File: config.mk
export PLATFORM = sky130hd
export DESIGN_NAME = sa_phase_sequencer_flat
export DESIGN_NICKNAME = d
export VERILOG_FILES = /design/src/rtl/sa_pkg.sv /design/src/rtl/sa_phase_sequencer_if.sv /design/src/rtl/sa_lat_pipe.sv /design/src/rtl/sa_phase_sequencer.sv /design/src/flat_wrapper.sv
export SDC_FILE = /design/constraint.sdc
export NUM_CORES = 1
export LEC_CHECK = 0
export BUFFER_PORTS_ARGS = -buffer_cell sky130_fd_sc_hd__buf_2
export CAP_MARGIN = 5
export CORE_UTILIZATION = 59
export DETAILED_ROUTE_END_ITERATION = 16
export GPL_TIMING_DRIVEN = 0
export HOLD_SLACK_MARGIN = 0.1
export PLACE_DENSITY_LB_ADDON = 0.3
export SYNTH_ARGS = -nofsm -noshare
export SYNTH_HDL_FRONTEND = slang
export SYNTH_HIERARCHICAL = 1
export SYNTH_SLANG_ARGS = --single-unit
File: constraint.sdc
create_clock -name clk -period 4.35 [get_ports clk]
set_input_delay 0.2175 -clock clk [delete_from_list [all_inputs] [get_ports clk]]
set_output_delay 0.2175 -clock clk [all_outputs]
set_load 0.01 [all_outputs]
File: src/rtl/sa_pkg.sv
// sa_pkg: shared types and constants for the self-attention phase sequencer.
//   sa_op_e    : issue opcode presented to the SA datapath
//   sa_state_e : sequencer FSM state
//   SA_NBEATS / SA_WBEATS / SA_DIM : input stream length, weight beats, row width
//   sa_clamp_t : maps the raw T input onto an effective token count 1..8
//   sa_*_last  : last issue index of each phase for a given effective T
package sa_pkg;

  localparam int SA_NBEATS = 192;
  localparam int SA_WBEATS = 64;
  localparam int SA_DIM    = 8;

  typedef enum logic [2:0] {
    SA_OP_NOP    = 3'd0,
    SA_OP_PROJ_Q = 3'd1,
    SA_OP_PROJ_K = 3'd2,
    SA_OP_PROJ_V = 3'd3,
    SA_OP_SCORE  = 3'd4,
    SA_OP_OUT    = 3'd5
  } sa_op_e;

  typedef enum logic [2:0] {
    SA_IDLE  = 3'd0,
    SA_LOAD  = 3'd1,
    SA_PROJ  = 3'd2,
    SA_WAIT1 = 3'd3,
    SA_SCORE = 3'd4,
    SA_WAIT2 = 3'd5,
    SA_OUT   = 3'd6,
    SA_DRAIN = 3'd7
  } sa_state_e;

  function automatic logic [3:0] sa_clamp_t(input logic [3:0] t);
    logic [3:0] r;
    if (t == 4'd0)      r = 4'd1;
    else if (t > 4'd8)  r = 4'd8;
    else                r = t;
    return r;
  endfunction

  // 24*t - 1 : three projections of t rows by 8 columns
  function automatic logic [7:0] sa_proj_last(input logic [3:0] t);
    logic [7:0] x;
    x = {4'b0000, t};
    return (x << 4) + (x << 3) - 8'd1;
  endfunction

  // t*t - 1
  function automatic logic [7:0] sa_score_last(input logic [3:0] t);
    logic [7:0] x;
    x = {4'b0000, t};
    return (x * x) - 8'd1;
  endfunction

  // 8*t - 1
  function automatic logic [7:0] sa_out_last(input logic [3:0] t);
    logic [7:0] x;
    x = {4'b0000, t};
    return (x << 3) - 8'd1;
  endfunction

endpackage

File: src/rtl/sa_phase_sequencer_if.sv
// sa_phase_sequencer_if: bundle between the SA sequencer and its environment.
//   inputs to sequencer : in_valid, T, cg_en
//   load strobes        : ld_x_we/ld_x_addr, ld_w_we/ld_w_addr
//   issue               : iss_op, iss_i, iss_j
//   clock gating        : sleep_proj, sleep_score, sleep_out
//   results / status    : out_valid, out_last, t_eff, ovl_err
//   perf_cycles         : present only when SA_SEQ_PERF_CNT_EN is defined
// modport slave is the sequencer side, master the stimulus/host side.
interface sa_phase_sequencer_if;
  import sa_pkg::*;

  logic        in_valid;
  logic [3:0]  T;
  logic        cg_en;
  logic        ld_x_we;
  logic [5:0]  ld_x_addr;
  logic        ld_w_we;
  logic [5:0]  ld_w_addr;
  sa_op_e      iss_op;
  logic [2:0]  iss_i;
  logic [2:0]  iss_j;
  logic        sleep_proj;
  logic        sleep_score;
  logic        sleep_out;
  logic        out_valid;
  logic        out_last;
  logic [3:0]  t_eff;
  logic        ovl_err;
`ifdef SA_SEQ_PERF_CNT_EN
  logic [15:0] perf_cycles;
`endif

  modport slave (
`ifdef SA_SEQ_PERF_CNT_EN
    output perf_cycles,
`endif
    input  in_valid, T, cg_en,
    output ld_x_we, ld_x_addr, ld_w_we, ld_w_addr,
    output iss_op, iss_i, iss_j,
    output sleep_proj, sleep_score, sleep_out,
    output out_valid, out_last, t_eff, ovl_err
  );

  modport master (
`ifdef SA_SEQ_PERF_CNT_EN
    input  perf_cycles,
`endif
    output in_valid, T, cg_en,
    input  ld_x_we, ld_x_addr, ld_w_we, ld_w_addr,
    input  iss_op, iss_i, iss_j,
    input  sleep_proj, sleep_score, sleep_out,
    input  out_valid, out_last, t_eff, ovl_err
  );

endinterface

File: src/rtl/sa_lat_pipe.sv
// sa_lat_pipe: DEPTH-stage shift register that delays the OUT-issue marker
// and its last flag by the datapath latency, producing out_valid/out_last.
//   clk, rst            : clock, synchronous active-high reset
//   valid_in, last_in   : OUT issue present this cycle / final OUT issue
//   valid_out, last_out : the same, DEPTH cycles later
module sa_lat_pipe #(
  parameter int DEPTH = 3
) (
  input  logic clk,
  input  logic rst,
  input  logic valid_in,
  input  logic last_in,
  output logic valid_out,
  output logic last_out
);

  logic [DEPTH-1:0] valid_q, valid_d;
  logic [DEPTH-1:0] last_q, last_d;

  always_comb begin
    valid_d    = valid_q;
    last_d     = last_q;
    valid_d[0] = valid_in;
    last_d[0]  = last_in;
    for (int s = 1; s < DEPTH; s++) begin
      valid_d[s] = valid_q[s-1];
      last_d[s]  = last_q[s-1];
    end
  end

  always_ff @(posedge clk) begin
    if (rst) begin
      valid_q <= '0;
      last_q  <= '0;
    end else begin
      valid_q <= valid_d;
      last_q  <= last_d;
    end
  end

  assign valid_out = valid_q[DEPTH-1];
  assign last_out  = last_q[DEPTH-1];

endmodule

File: src/rtl/sa_phase_sequencer.sv
// sa_phase_sequencer: control sequencer for the self-attention datapath.
// Counts the 192-beat input stream into X/W load strobes, then issues one
// dot-product op per cycle through PROJ(Q,K,V) -> SCORE -> OUT, with DP_LAT
// bubbles between phases, and times out_valid/out_last against DP_LAT.
//   clk, rst : clock, synchronous active-high reset
//   bus      : sa_phase_sequencer_if.slave (all data/control ports)
//   DP_LAT   : issue-to-result latency of the datapath, 1..7
// Optional: define SA_SEQ_PERF_CNT_EN to add bus.perf_cycles, the number of
// cycles from the accepting beat to out_last inclusive (saturating).
//
// state    | meaning
// IDLE     | waiting for first beat
// LOAD     | counting input beats 1..191
// PROJ     | Q, K, V projection issues
// WAIT1    | DP_LAT bubble before SCORE
// SCORE    | Q.K^T issues
// WAIT2    | DP_LAT bubble before OUT
// OUT      | S.V issues
// DRAIN    | DP_LAT cycles for last results to emerge
module sa_phase_sequencer
  import sa_pkg::*;
#(
  parameter int DP_LAT = 3
) (
  input logic clk,
  input logic rst,
  sa_phase_sequencer_if.slave bus
);

  localparam logic [7:0] B_LAST   = 8'(SA_NBEATS - 1);
  localparam logic [7:0] LAT_LAST = 8'(DP_LAT - 1);
  localparam logic [2:0] COL_LAST = 3'(SA_DIM - 1);

  sa_state_e  state_q, state_d;
  logic [7:0] b_q, b_d;
  logic [7:0] cnt_q, cnt_d;
  logic [2:0] i_q, i_d;
  logic [2:0] j_q, j_d;
  logic [1:0] pop_q, pop_d;
  logic [3:0] t_eff_q, t_eff_d;

  logic       ld_x_we_q, ld_x_we_d;
  logic [5:0] ld_x_addr_q, ld_x_addr_d;
  logic       ld_w_we_q, ld_w_we_d;
  logic [5:0] ld_w_addr_q, ld_w_addr_d;
  sa_op_e     iss_op_q, iss_op_d;
  logic [2:0] iss_i_q, iss_i_d;
  logic [2:0] iss_j_q, iss_j_d;
  logic       sleep_proj_q, sleep_proj_d;
  logic       sleep_score_q, sleep_score_d;
  logic       sleep_out_q, sleep_out_d;
  logic       ovl_err_q, ovl_err_d;

  logic       accept;
  logic [2:0] t_last;
  logic [7:0] proj_last, score_last, out_last_idx;
  logic       pipe_valid_in, pipe_last_in;
  logic       out_valid_w, out_last_w;

  assign accept       = bus.in_valid & ((state_q == SA_IDLE) | (state_q == SA_LOAD));
  assign t_last       = 3'(t_eff_q - 4'd1);
  assign proj_last    = sa_proj_last(t_eff_q);
  assign score_last   = sa_score_last(t_eff_q);
  assign out_last_idx = sa_out_last(t_eff_q);

  // next-state and counters
  always_comb begin
    state_d = state_q;
    b_d     = b_q;
    cnt_d   = cnt_q;
    i_d     = i_q;
    j_d     = j_q;
    pop_d   = pop_q;
    t_eff_d = t_eff_q;
    case (state_q)
      SA_IDLE: begin
        if (bus.in_valid) begin
          t_eff_d = sa_clamp_t(bus.T);
          b_d     = 8'd1;
          state_d = SA_LOAD;
        end
      end
      SA_LOAD: begin
        if (bus.in_valid) begin
          if (b_q == B_LAST) begin
            b_d     = '0;
            cnt_d   = '0;
            i_d     = '0;
            j_d     = '0;
            pop_d   = '0;
            state_d = SA_PROJ;
          end else begin
            b_d = b_q + 8'd1;
          end
        end
      end
      SA_PROJ: begin
        cnt_d = cnt_q + 8'd1;
        if (j_q == COL_LAST) begin
          j_d = '0;
          if (i_q == t_last) begin
            i_d   = '0;
            pop_d = pop_q + 2'd1;
          end else begin
            i_d = i_q + 3'd1;
          end
        end else begin
          j_d = j_q + 3'd1;
        end
        if (cnt_q == proj_last) begin
          cnt_d   = '0;
          i_d     = '0;
          j_d     = '0;
          pop_d   = '0;
          state_d = SA_WAIT1;
        end
      end
      SA_WAIT1: begin
        cnt_d = cnt_q + 8'd1;
        if (cnt_q == LAT_LAST) begin
          cnt_d   = '0;
          state_d = SA_SCORE;
        end
      end
      SA_SCORE: begin
        cnt_d = cnt_q + 8'd1;
        // score matrix is t x t, so the column wraps at t_eff
        if (j_q == t_last) begin
          j_d = '0;
          i_d = i_q + 3'd1;
        end else begin
          j_d = j_q + 3'd1;
        end
        if (cnt_q == score_last) begin
          cnt_d   = '0;
          i_d     = '0;
          j_d     = '0;
          state_d = SA_WAIT2;
        end
      end
      SA_WAIT2: begin
        cnt_d = cnt_q + 8'd1;
        if (cnt_q == LAT_LAST) begin
          cnt_d   = '0;
          state_d = SA_OUT;
        end
      end
      SA_OUT: begin
        cnt_d = cnt_q + 8'd1;
        if (j_q == COL_LAST) begin
          j_d = '0;
          i_d = i_q + 3'd1;
        end else begin
          j_d = j_q + 3'd1;
        end
        if (cnt_q == out_last_idx) begin
          cnt_d   = '0;
          i_d     = '0;
          j_d     = '0;
          state_d = SA_DRAIN;
        end
      end
      SA_DRAIN: begin
        cnt_d = cnt_q + 8'd1;
        if (cnt_q == LAT_LAST) begin
          cnt_d   = '0;
          state_d = SA_IDLE;
        end
      end
      default: state_d = SA_IDLE;
    endcase
  end

  // Outputs are computed from next-state values and registered, so the
  // issue seen in a cycle always matches the state held in that cycle.
  always_comb begin
    iss_op_d = SA_OP_NOP;
    iss_i_d  = '0;
    iss_j_d  = '0;
    case (state_d)
      SA_PROJ: begin
        iss_op_d = sa_op_e'(3'(pop_d) + 3'd1);
        iss_i_d  = i_d;
        iss_j_d  = j_d;
      end
      SA_SCORE: begin
        iss_op_d = SA_OP_SCORE;
        iss_i_d  = i_d;
        iss_j_d  = j_d;
      end
      SA_OUT: begin
        iss_op_d = SA_OP_OUT;
        iss_i_d  = i_d;
        iss_j_d  = j_d;
      end
      default: ;
    endcase

    // t_eff_d is already the latched value on beat 0, and b=0 always passes
    ld_x_we_d   = accept & (b_q < {1'b0, t_eff_d, 3'b000});
    ld_x_addr_d = b_q[5:0];
    ld_w_we_d   = accept & (b_q < 8'(SA_WBEATS));
    ld_w_addr_d = b_q[5:0];

    // projection wakes while the last beat is awaited, one cycle ahead of PROJ
    sleep_proj_d  = bus.cg_en & ~((state_d == SA_PROJ) |
                                  ((state_d == SA_LOAD) & (b_d == B_LAST)));
    sleep_score_d = bus.cg_en & (state_d != SA_SCORE);
    sleep_out_d   = bus.cg_en & (state_d != SA_OUT);

    ovl_err_d = bus.in_valid & ~((state_q == SA_IDLE) | (state_q == SA_LOAD));
  end

  always_ff @(posedge clk) begin
    if (rst) begin
      state_q       <= SA_IDLE;
      b_q           <= '0;
      cnt_q         <= '0;
      i_q           <= '0;
      j_q           <= '0;
      pop_q         <= '0;
      t_eff_q       <= '0;
      ld_x_we_q     <= 1'b0;
      ld_x_addr_q   <= '0;
      ld_w_we_q     <= 1'b0;
      ld_w_addr_q   <= '0;
      iss_op_q      <= SA_OP_NOP;
      iss_i_q       <= '0;
      iss_j_q       <= '0;
      sleep_proj_q  <= 1'b0;
      sleep_score_q <= 1'b0;
      sleep_out_q   <= 1'b0;
      ovl_err_q     <= 1'b0;
    end else begin
      state_q       <= state_d;
      b_q           <= b_d;
      cnt_q         <= cnt_d;
      i_q           <= i_d;
      j_q           <= j_d;
      pop_q         <= pop_d;
      t_eff_q       <= t_eff_d;
      ld_x_we_q     <= ld_x_we_d;
      ld_x_addr_q   <= ld_x_addr_d;
      ld_w_we_q     <= ld_w_we_d;
      ld_w_addr_q   <= ld_w_addr_d;
      iss_op_q      <= iss_op_d;
      iss_i_q       <= iss_i_d;
      iss_j_q       <= iss_j_d;
      sleep_proj_q  <= sleep_proj_d;
      sleep_score_q <= sleep_score_d;
      sleep_out_q   <= sleep_out_d;
      ovl_err_q     <= ovl_err_d;
    end
  end

  // state_q == OUT in exactly the cycles iss_op shows an OUT issue
  assign pipe_valid_in = (state_q == SA_OUT);
  assign pipe_last_in  = (state_q == SA_OUT) & (cnt_q == out_last_idx);

  sa_lat_pipe #(.DEPTH(DP_LAT)) u_lat_pipe (
    .clk       (clk),
    .rst       (rst),
    .valid_in  (pipe_valid_in),
    .last_in   (pipe_last_in),
    .valid_out (out_valid_w),
    .last_out  (out_last_w)
  );

`ifdef SA_SEQ_PERF_CNT_EN
  logic [15:0] perf_q, perf_d;

  always_comb begin
    perf_d = perf_q;
    if ((state_q == SA_IDLE) & bus.in_valid) begin
      perf_d = 16'd1;
    end else if ((state_q != SA_IDLE) & (perf_q != 16'hFFFF)) begin
      perf_d = perf_q + 16'd1;
    end
  end

  always_ff @(posedge clk) begin
    if (rst) perf_q <= '0;
    else     perf_q <= perf_d;
  end

  assign bus.perf_cycles = perf_q;
`endif

  assign bus.ld_x_we     = ld_x_we_q;
  assign bus.ld_x_addr   = ld_x_addr_q;
  assign bus.ld_w_we     = ld_w_we_q;
  assign bus.ld_w_addr   = ld_w_addr_q;
  assign bus.iss_op      = iss_op_q;
  assign bus.iss_i       = iss_i_q;
  assign bus.iss_j       = iss_j_q;
  assign bus.sleep_proj  = sleep_proj_q;
  assign bus.sleep_score = sleep_score_q;
  assign bus.sleep_out   = sleep_out_q;
  assign bus.out_valid   = out_valid_w;
  assign bus.out_last    = out_last_w;
  assign bus.t_eff       = t_eff_q;
  assign bus.ovl_err     = ovl_err_q;

endmodule
File: src/flat_wrapper.sv
// flat-port wrapper written by rule: the top's interface ports become plain ports
module sa_phase_sequencer_flat import sa_pkg::*;
#(
  parameter int DP_LAT = 3
)
  (clk, rst, bus_in_valid, bus_T, bus_cg_en, bus_ld_x_we, bus_ld_x_addr, bus_ld_w_we, bus_ld_w_addr, bus_iss_op, bus_iss_i, bus_iss_j, bus_sleep_proj, bus_sleep_score, bus_sleep_out, bus_out_valid, bus_out_last, bus_t_eff, bus_ovl_err);
  sa_phase_sequencer_if bus_i ();
  input logic clk;
  input logic rst;
  input wire logic [$bits(bus_i.in_valid)-1:0] bus_in_valid;
  input wire logic [$bits(bus_i.T)-1:0] bus_T;
  input wire logic [$bits(bus_i.cg_en)-1:0] bus_cg_en;
  output wire logic [$bits(bus_i.ld_x_we)-1:0] bus_ld_x_we;
  output wire logic [$bits(bus_i.ld_x_addr)-1:0] bus_ld_x_addr;
  output wire logic [$bits(bus_i.ld_w_we)-1:0] bus_ld_w_we;
  output wire logic [$bits(bus_i.ld_w_addr)-1:0] bus_ld_w_addr;
  output wire logic [$bits(bus_i.iss_op)-1:0] bus_iss_op;
  output wire logic [$bits(bus_i.iss_i)-1:0] bus_iss_i;
  output wire logic [$bits(bus_i.iss_j)-1:0] bus_iss_j;
  output wire logic [$bits(bus_i.sleep_proj)-1:0] bus_sleep_proj;
  output wire logic [$bits(bus_i.sleep_score)-1:0] bus_sleep_score;
  output wire logic [$bits(bus_i.sleep_out)-1:0] bus_sleep_out;
  output wire logic [$bits(bus_i.out_valid)-1:0] bus_out_valid;
  output wire logic [$bits(bus_i.out_last)-1:0] bus_out_last;
  output wire logic [$bits(bus_i.t_eff)-1:0] bus_t_eff;
  output wire logic [$bits(bus_i.ovl_err)-1:0] bus_ovl_err;
  assign bus_i.in_valid = bus_in_valid;
  assign bus_i.T = bus_T;
  assign bus_i.cg_en = bus_cg_en;
  assign bus_ld_x_we = bus_i.ld_x_we;
  assign bus_ld_x_addr = bus_i.ld_x_addr;
  assign bus_ld_w_we = bus_i.ld_w_we;
  assign bus_ld_w_addr = bus_i.ld_w_addr;
  assign bus_iss_op = bus_i.iss_op;
  assign bus_iss_i = bus_i.iss_i;
  assign bus_iss_j = bus_i.iss_j;
  assign bus_sleep_proj = bus_i.sleep_proj;
  assign bus_sleep_score = bus_i.sleep_score;
  assign bus_sleep_out = bus_i.sleep_out;
  assign bus_out_valid = bus_i.out_valid;
  assign bus_out_last = bus_i.out_last;
  assign bus_t_eff = bus_i.t_eff;
  assign bus_ovl_err = bus_i.ovl_err;
  sa_phase_sequencer #(.DP_LAT(DP_LAT)) u_core (.clk(clk), .rst(rst), .bus(bus_i));
endmodule
# Word-level counts from Yosys, hierarchy flattened
# Index checks and enable logic that the tools add are counted.
op_classes:
  eq_ne: 24
  n_lt_le_gt_ge: 3
  bitwise_logic: 14
  reduce_logical: 7
  addsub: 11
  n_mux: 50
  mul: 1
op_table:
  columns: ["cell", "n"]
  rows:
  - ["3-bit two-way mux", 25]
  - ["8-bit two-way mux", 9]
  - ["8-bit one-hot mux with 5 select lines", 1]
  - ["8-bit == test", 3]
  - ["3-bit one-hot mux with 4 select lines", 2]
  - ["3-bit one-hot mux with 8 select lines", 1]
  - ["3-bit == test (second input constant)", 7]
  - ["8-bit by 1-bit adder with 8-bit output (second input constant)", 2]
  - ["8-bit == test (second input constant)", 2]
  - ["4-bit two-way mux", 4]
  - ["8-bit one-hot mux with 2 select lines", 1]
  - ["8-bit by 1-bit subtractor with 8-bit output (second input constant)", 2]
  - ["2-bit two-way mux", 5]
  - ["1-bit AND", 9]
  - ["3-bit by 2-bit == test with 1-bit output (second input constant)", 3]
  - ["3-bit one-hot mux with 3 select lines", 1]
  - ["8-bit by 7-bit adder with 8-bit output", 1]
  - ["8-bit by 2-bit == test with 1-bit output (second input constant)", 1]
  - ["8-bit by 7-bit < comparator with 1-bit output", 1]
  - ["8-bit by 7-bit < comparator with 1-bit output (second input constant)", 1]
  - ["4-bit by 4-bit multiplier with 8-bit output", 1]
  - ["7-bit by 1-bit subtractor with 8-bit output (second input constant)", 1]
  - ["3-bit by 1-bit adder with 3-bit output (second input constant)", 2]
  - ["3-bit by 1-bit == test with 1-bit output (second input constant)", 2]
  - ["other kinds (17)", 23]
word_totals:
  register_bits: 58
  out_inout_bits: 33
  word_cells: 129
  input_bits: 8

# Longest topological paths before layout
logic_depth:
  word_depth: 10
  mapped_depth: 14
  ltp_nobuf: 13

# Hierarchy
# The synthesis kept the hierarchy.
modules_own_cells:
  columns: ["module", "cells_per_inst", "seq_area_each_um2", "instances", "area_each_um2"]
  rows:
  - ["sa_phase_sequencer", 424, 1041.0, 1, 3520.9]
  - ["sa_lat_pipe", 12, 120.1, 1, 157.7]

# Least setup slack after synthesis
# OpenSTA, ideal clock, no wires.
synth_path:
  kind: "register to register"
  from: "reg u_core.t_eff_q[2], in the netlist u_core/bus.t_eff[2]"
  to: "reg u_core.sleep_proj_q, in the netlist u_core/bus.sleep_proj"
  stages_incl_launch_ff: 14
  period_less_slack_ns: 3.610
  path_buffers: 1
  setup_ns: 0.120
  arrival_ns: 3.490
  setup_slack_ns: 0.740
  path_cell_list: "dfxtp_1 -> clkbuf_1 -> inv_1 -> ha_1 -> xor2_1 -> ha_1 -> ha_1 -> or3_1 -> o22a_1 -> xnor2_1 -> nor4b_4 -> a32oi_2 -> and2_4 -> o31a_1"
synth_between:
  elab_chain_cells: 10
  word_cells_on_any_way: 18
synth_rtl:
  columns: ["element", "line", "text"]
  rows:
  - ["start, declared", "sa_phase_sequencer.sv:40", "logic [3:0] t_eff_q, t_eff_d;"]
  - ["start signal, assigned", "sa_phase_sequencer.sv:241", "t_eff_q <= t_eff_d;"]
  - ["4-bit by 4-bit multiplier with 8-bit output or 8-bit by 7-bit adder with 8-bit output (tied branches)", "sa_pkg.sv:52, sa_pkg.sv:45", null]
  - ["8-bit by 1-bit subtractor with 8-bit output (on tied branches)", "sa_pkg.sv:52, sa_pkg.sv:45", null]
  - ["8-bit == test (on tied branches)", "sa_phase_sequencer.sv:134, sa_phase_sequencer.sv:110", null]
  - ["3-bit two-way mux (on tied branches)", "sa_phase_sequencer.sv:134, sa_phase_sequencer.sv:110", null]
  - ["3-bit one-hot mux with 8 select lines *", "sa_phase_sequencer.sv:75", "case (state_q)"]
  - ["3-bit by 1-bit == test with 1-bit output", "sa_phase_sequencer.sv:207", "((state_d == SA_LOAD) & (b_d == B_LAST)));"]
  - ["1-bit AND", "sa_phase_sequencer.sv:207", null]
  - ["1-bit bitwise OR *", "sa_phase_sequencer.sv:206", "sleep_proj_d = bus.cg_en & ~((state_d == SA_PROJ) |"]
  - ["1-bit NOT *", "sa_phase_sequencer.sv:206", null]
  - ["1-bit AND *", "sa_phase_sequencer.sv:206", null]
  - ["end signal, assigned", "sa_phase_sequencer.sv:249", "sleep_proj_q <= sleep_proj_d;"]
  - ["end, declared", "sa_phase_sequencer.sv:49", "logic sleep_proj_q, sleep_proj_d;"]
# Mark *: on every way between the ends. The rest lies on a longest branch, timed or not.
# A chain may end at the register's enable or synchronous reset.

# Final worst setup path
layout_path:
  from: "reg u_core.t_eff_q[0], in the netlist u_core/bus.t_eff[0]"
  to: "reg u_core.sleep_proj_q, in the netlist u_core/bus.sleep_proj"
# The elaborated chain is that of the path after synthesis.

==> impl_results.md <==
* Status: finished, final reports clean
* Hold Vio Cnt, Final at 0
* DRT iter0 DRCs at between 200 and 300
* # DRC at 0
* CTS tree: yes
* Seq/Total Area, Yosys at around a third
* Worst-case vdd ir drop at between 0.2 and 0.25 mV
* Crit. Startpoint: u_core/bus.t_eff[0]
* Arr. time, crit path at roughly 4.3 ns
* Worst Path Max Fanout at 10
* Fmax at around 250 MHz
* Num CTS Buffers at 9
* GRT overflow at 0
* Die H at between 80 and 90 um
* Drt first pass iters at 5
* Clock Latency Late Sink at ~0.34 ns
* Syn Area/Cell at approximately 8.4 um2
* LEAKAGE at approximately 1.8 nW
* # port buffers at 40
* Share of layout cells above drive strength 1 at roughly 17%
* CP Class: flop to flop
* Reg2reg path depth at 14
* Crit. End Element: flop
* Worst slew pin tran at about 0.7 ns
* # fillers at just under 500
* Via Count at between 3000 and 4000
* ANT cells at 0
* Area grow syn2layout at 14.12%
* Synth Instances at 436
* EDFF count, synth at 0
* Sink Count at 58
* Finish-stage setup viols at 0
* Largest net degree at the start of global routing at 12
* Worst-path clk slew at ~0.070 ns
* R2R Path Start: u_core/bus.t_eff[0]
* Post-synthesis instance area at 0.003679 mm2
* Final Critical Period at slightly above 4 ns
* Total GRT Usage at roughly 28%
* Dpl hpwl at roughly 6200 um
* Max-slew headroom at 53.59%
* Critical R2R Capture: u_core/bus.sleep_proj
* WL/cell at roughly 15 um
* Die ar. at roughly 0.0066 mm2
* Via density at 5.808
* Clock root cell: clkbuf_8
* First-pass GRT wire length at between 10000 and 15000 um
* Initial Utilization at approximately 60%
* Yosys reg bits at 58
* Final instance area at approximately 0.0042 mm2
* Fin crit share at approximately 94%
* Floorplan row count at 28
* I/O pin count at 41
* Number of library cell types mapped by synthesis at 66
* Final Max Slew Viols at 0
* Most common cell after layout, fill and taps aside: dfxtp_1
* Power after layout at between 1 and 1.5 mW
* Worst Path Required at 4.57 ns
* Core footprint at about 0.0060 mm2
* RSZ-0062 raised after global routing: false
* Vias in the first global route at approximately 3000
* Power Density at between 200 and 300 mW/mm2
* Most frequent cells in the layout: dfxtp_1 (58), buf_2 (45), a21oi_1 (37)
* Die X at 80.96 um
* Hold Path Class: input port to flop
* CP Capture Point: u_core/bus.sleep_proj
* Warnings from Yosys at 6
* Dpl cell area at 0.003973 mm2
* Number of H-tree levels at 3
* Final WL at approximately 8500 um
* Hold buffers post-CTS at 0
* R2r setup slk at about 0.28 ns
* Post-synthesis async set-or-reset flop share at 0%
* GP Congestion at approximately 0.9
* Setup TNS at 0 ns
* Max-cap violations at 0
* Mapped Nets at 476
* CP Launch Type: flop
* Clk buf depth at 2
* Net count reported at finish at roughly 530
* Initial antenna violation count at 0
* Worst Skew at around 0.012 ns
* Final ANT Viol Nets at 0
* Synth Flop Type: dfxtp_1
==> per-stage QoR <==
step                worst slack, ns  util, %  hold slack, ns  cells
finish                       0.2818    70.48          0.1905    567
global route                0.04771    70.48          0.1909    567
CTS                          0.1107    70.38          0.1828    567
detailed placement           0.1936    66.70          0.4242    551
global placement             0.2683    66.70          0.4177    551
floorplan                    0.7403        -          0.2891    436
==> worst max-delay path, cell delays in order, from the launching register on <==
cell	delay (ns)
dfxtp_1	0.48
buf_2	0.32
inv_1	0.21
a21oi_1	0.18
o22ai_1	0.10
xor2_1	0.15
ha_1	0.30
ha_1	0.23
or3_1	0.39
o22a_1	0.20
xnor2_1	0.18
nor4b_4	0.45
a32oi_2	0.23
and2_4	0.24
o31a_1	0.29
==> flip-flops by register name (all words and copies together), names as in the netlist <==
name and cells:
u_core/pop_q 2, u_core/bus.ovl_err 1, u_core/bus.sleep_score 1, u_core/bus.sleep_out 1
u_core/bus.ld_w_addr 6, u_core/j_q 3, u_core/bus.iss_j 3, u_core/state_q 3
u_core/bus.iss_op 3, u_core/u_lat_pipe/last_q 3, u_core/bus.ld_x_we 1, u_core/bus.t_eff 4
u_core/i_q 3, u_core/bus.sleep_proj 1, u_core/cnt_q 8, u_core/bus.ld_w_we 1
u_core/bus.iss_i 3, u_core/u_lat_pipe/valid_q 3, u_core/b_q 8
==> power breakdown <==
group	switching, mW	internal (mW)	total, mW
Clock	0.219	0.336	0.555
Combinational	0.0830	0.0563	0.139
Sequential	0.00564	0.538	0.543
==> area by class of cell <==
cell class | instances | area (um2) | share of cell area [%]
inverter | 17 | 63.81 | 1.520
multi-input combinational | 336 | 2328 | 55.47
clock inverter | 5 | 77.57 | 1.848
sequential | 58 | 1161 | 27.66
timing repair buffer | 40 | 200.2 | 4.769
buffer | 25 | 131.4 | 3.130
tap | 75 | 93.84 | 2.235
clock buffer | 11 | 141.4 | 3.368
==> how the worst min path moves through the flow <==
stage | from | end | slack [ns] | cells after the start
after global placement | u_core/u_lat_pipe/last_q[1] | u_core/u_lat_pipe/last_q[2] | 0.42 | 1
final | rst | u_core/u_lat_pipe/last_q[0] | 0.19 | 2
after floorplan | rst | u_core/u_lat_pipe/last_q[0] | 0.29 | 1
after CTS | bus_cg_en | u_core/bus.sleep_out | 0.18 | 3
after global routing | bus_cg_en | u_core/bus.sleep_score | 0.19 | 3
after detailed placement | u_core/u_lat_pipe/last_q[1] | u_core/u_lat_pipe/last_q[2] | 0.42 | 1
==> cells in the mapped netlist (all sizes together) (2+ instances only) <==
cell    count  share of area (%)
nand2      35                3.6
nor2       36                3.7
nand3       7               0.95
clkbuf     12                1.2
o211ai      4               0.95
a211oi      3               0.61
o21ai      20                2.7
xor2       13                3.3
nand2b      8                1.4
nor4        3               0.68
o31ai       3               0.61
nor3       12                1.8
o31a        2               0.48
a21oi      37                5.0
o22ai       6                1.0
and3        3               0.51
nor3b       3               0.61
o21bai      5                1.0
or3         5               0.85
or2         3               0.51
o22a        2               0.48
a31oi       3               0.51
mux2i       5                1.4
nor4b       2               0.88
ha         32                 11
xnor2      16                3.8
o21a        2               0.41
or4         3               0.61
buf        13                2.3
a211o       2               0.48
dfxtp      58                 32
nor2b      25                4.3
nand4       3               0.51
inv        17                1.7
and2        8                1.4
a21boi      2               0.41
a22o        4               0.95
==> timing repair <==
item,4_1_cts,5_1_grt
setup endpoints to repair,0,11
gates resized for setup,0,3
buffers inserted,0,0
==> metal layers <==
| layer | track usage [%] | vias up | wire length [um] |
|---|---|---|---|
| met2 | 45.46 | 125 | 3921 |
| met4 | 8.571 | 0 | 108 |
| li1 | - | 1626 | - |
| met1 | 36.90 | 1529 | 3979 |
| met5 | 0 | - | 0 |
| met3 | 6.292 | 13 | 498 |
==> cells by family (layout without fill, tap and decap cells) <==
group | Yosys count | in the layout | synth area share [%]
AND/OR/NAND/NOR | 162 | 162 | 23.74
AO/OA/AOI/OAI | 105 | 105 | 18.50
flip-flops | 58 | 58 | 31.56
buffers and inverters | 42 | 98 | 5.272
adder cells (fa/ha/maj) | 32 | 32 | 10.88
XOR/XNOR | 31 | 31 | 8.367
multiplexers | 6 | 6 | 1.667
Note: power is estimated with default switching activity, not from simulation.
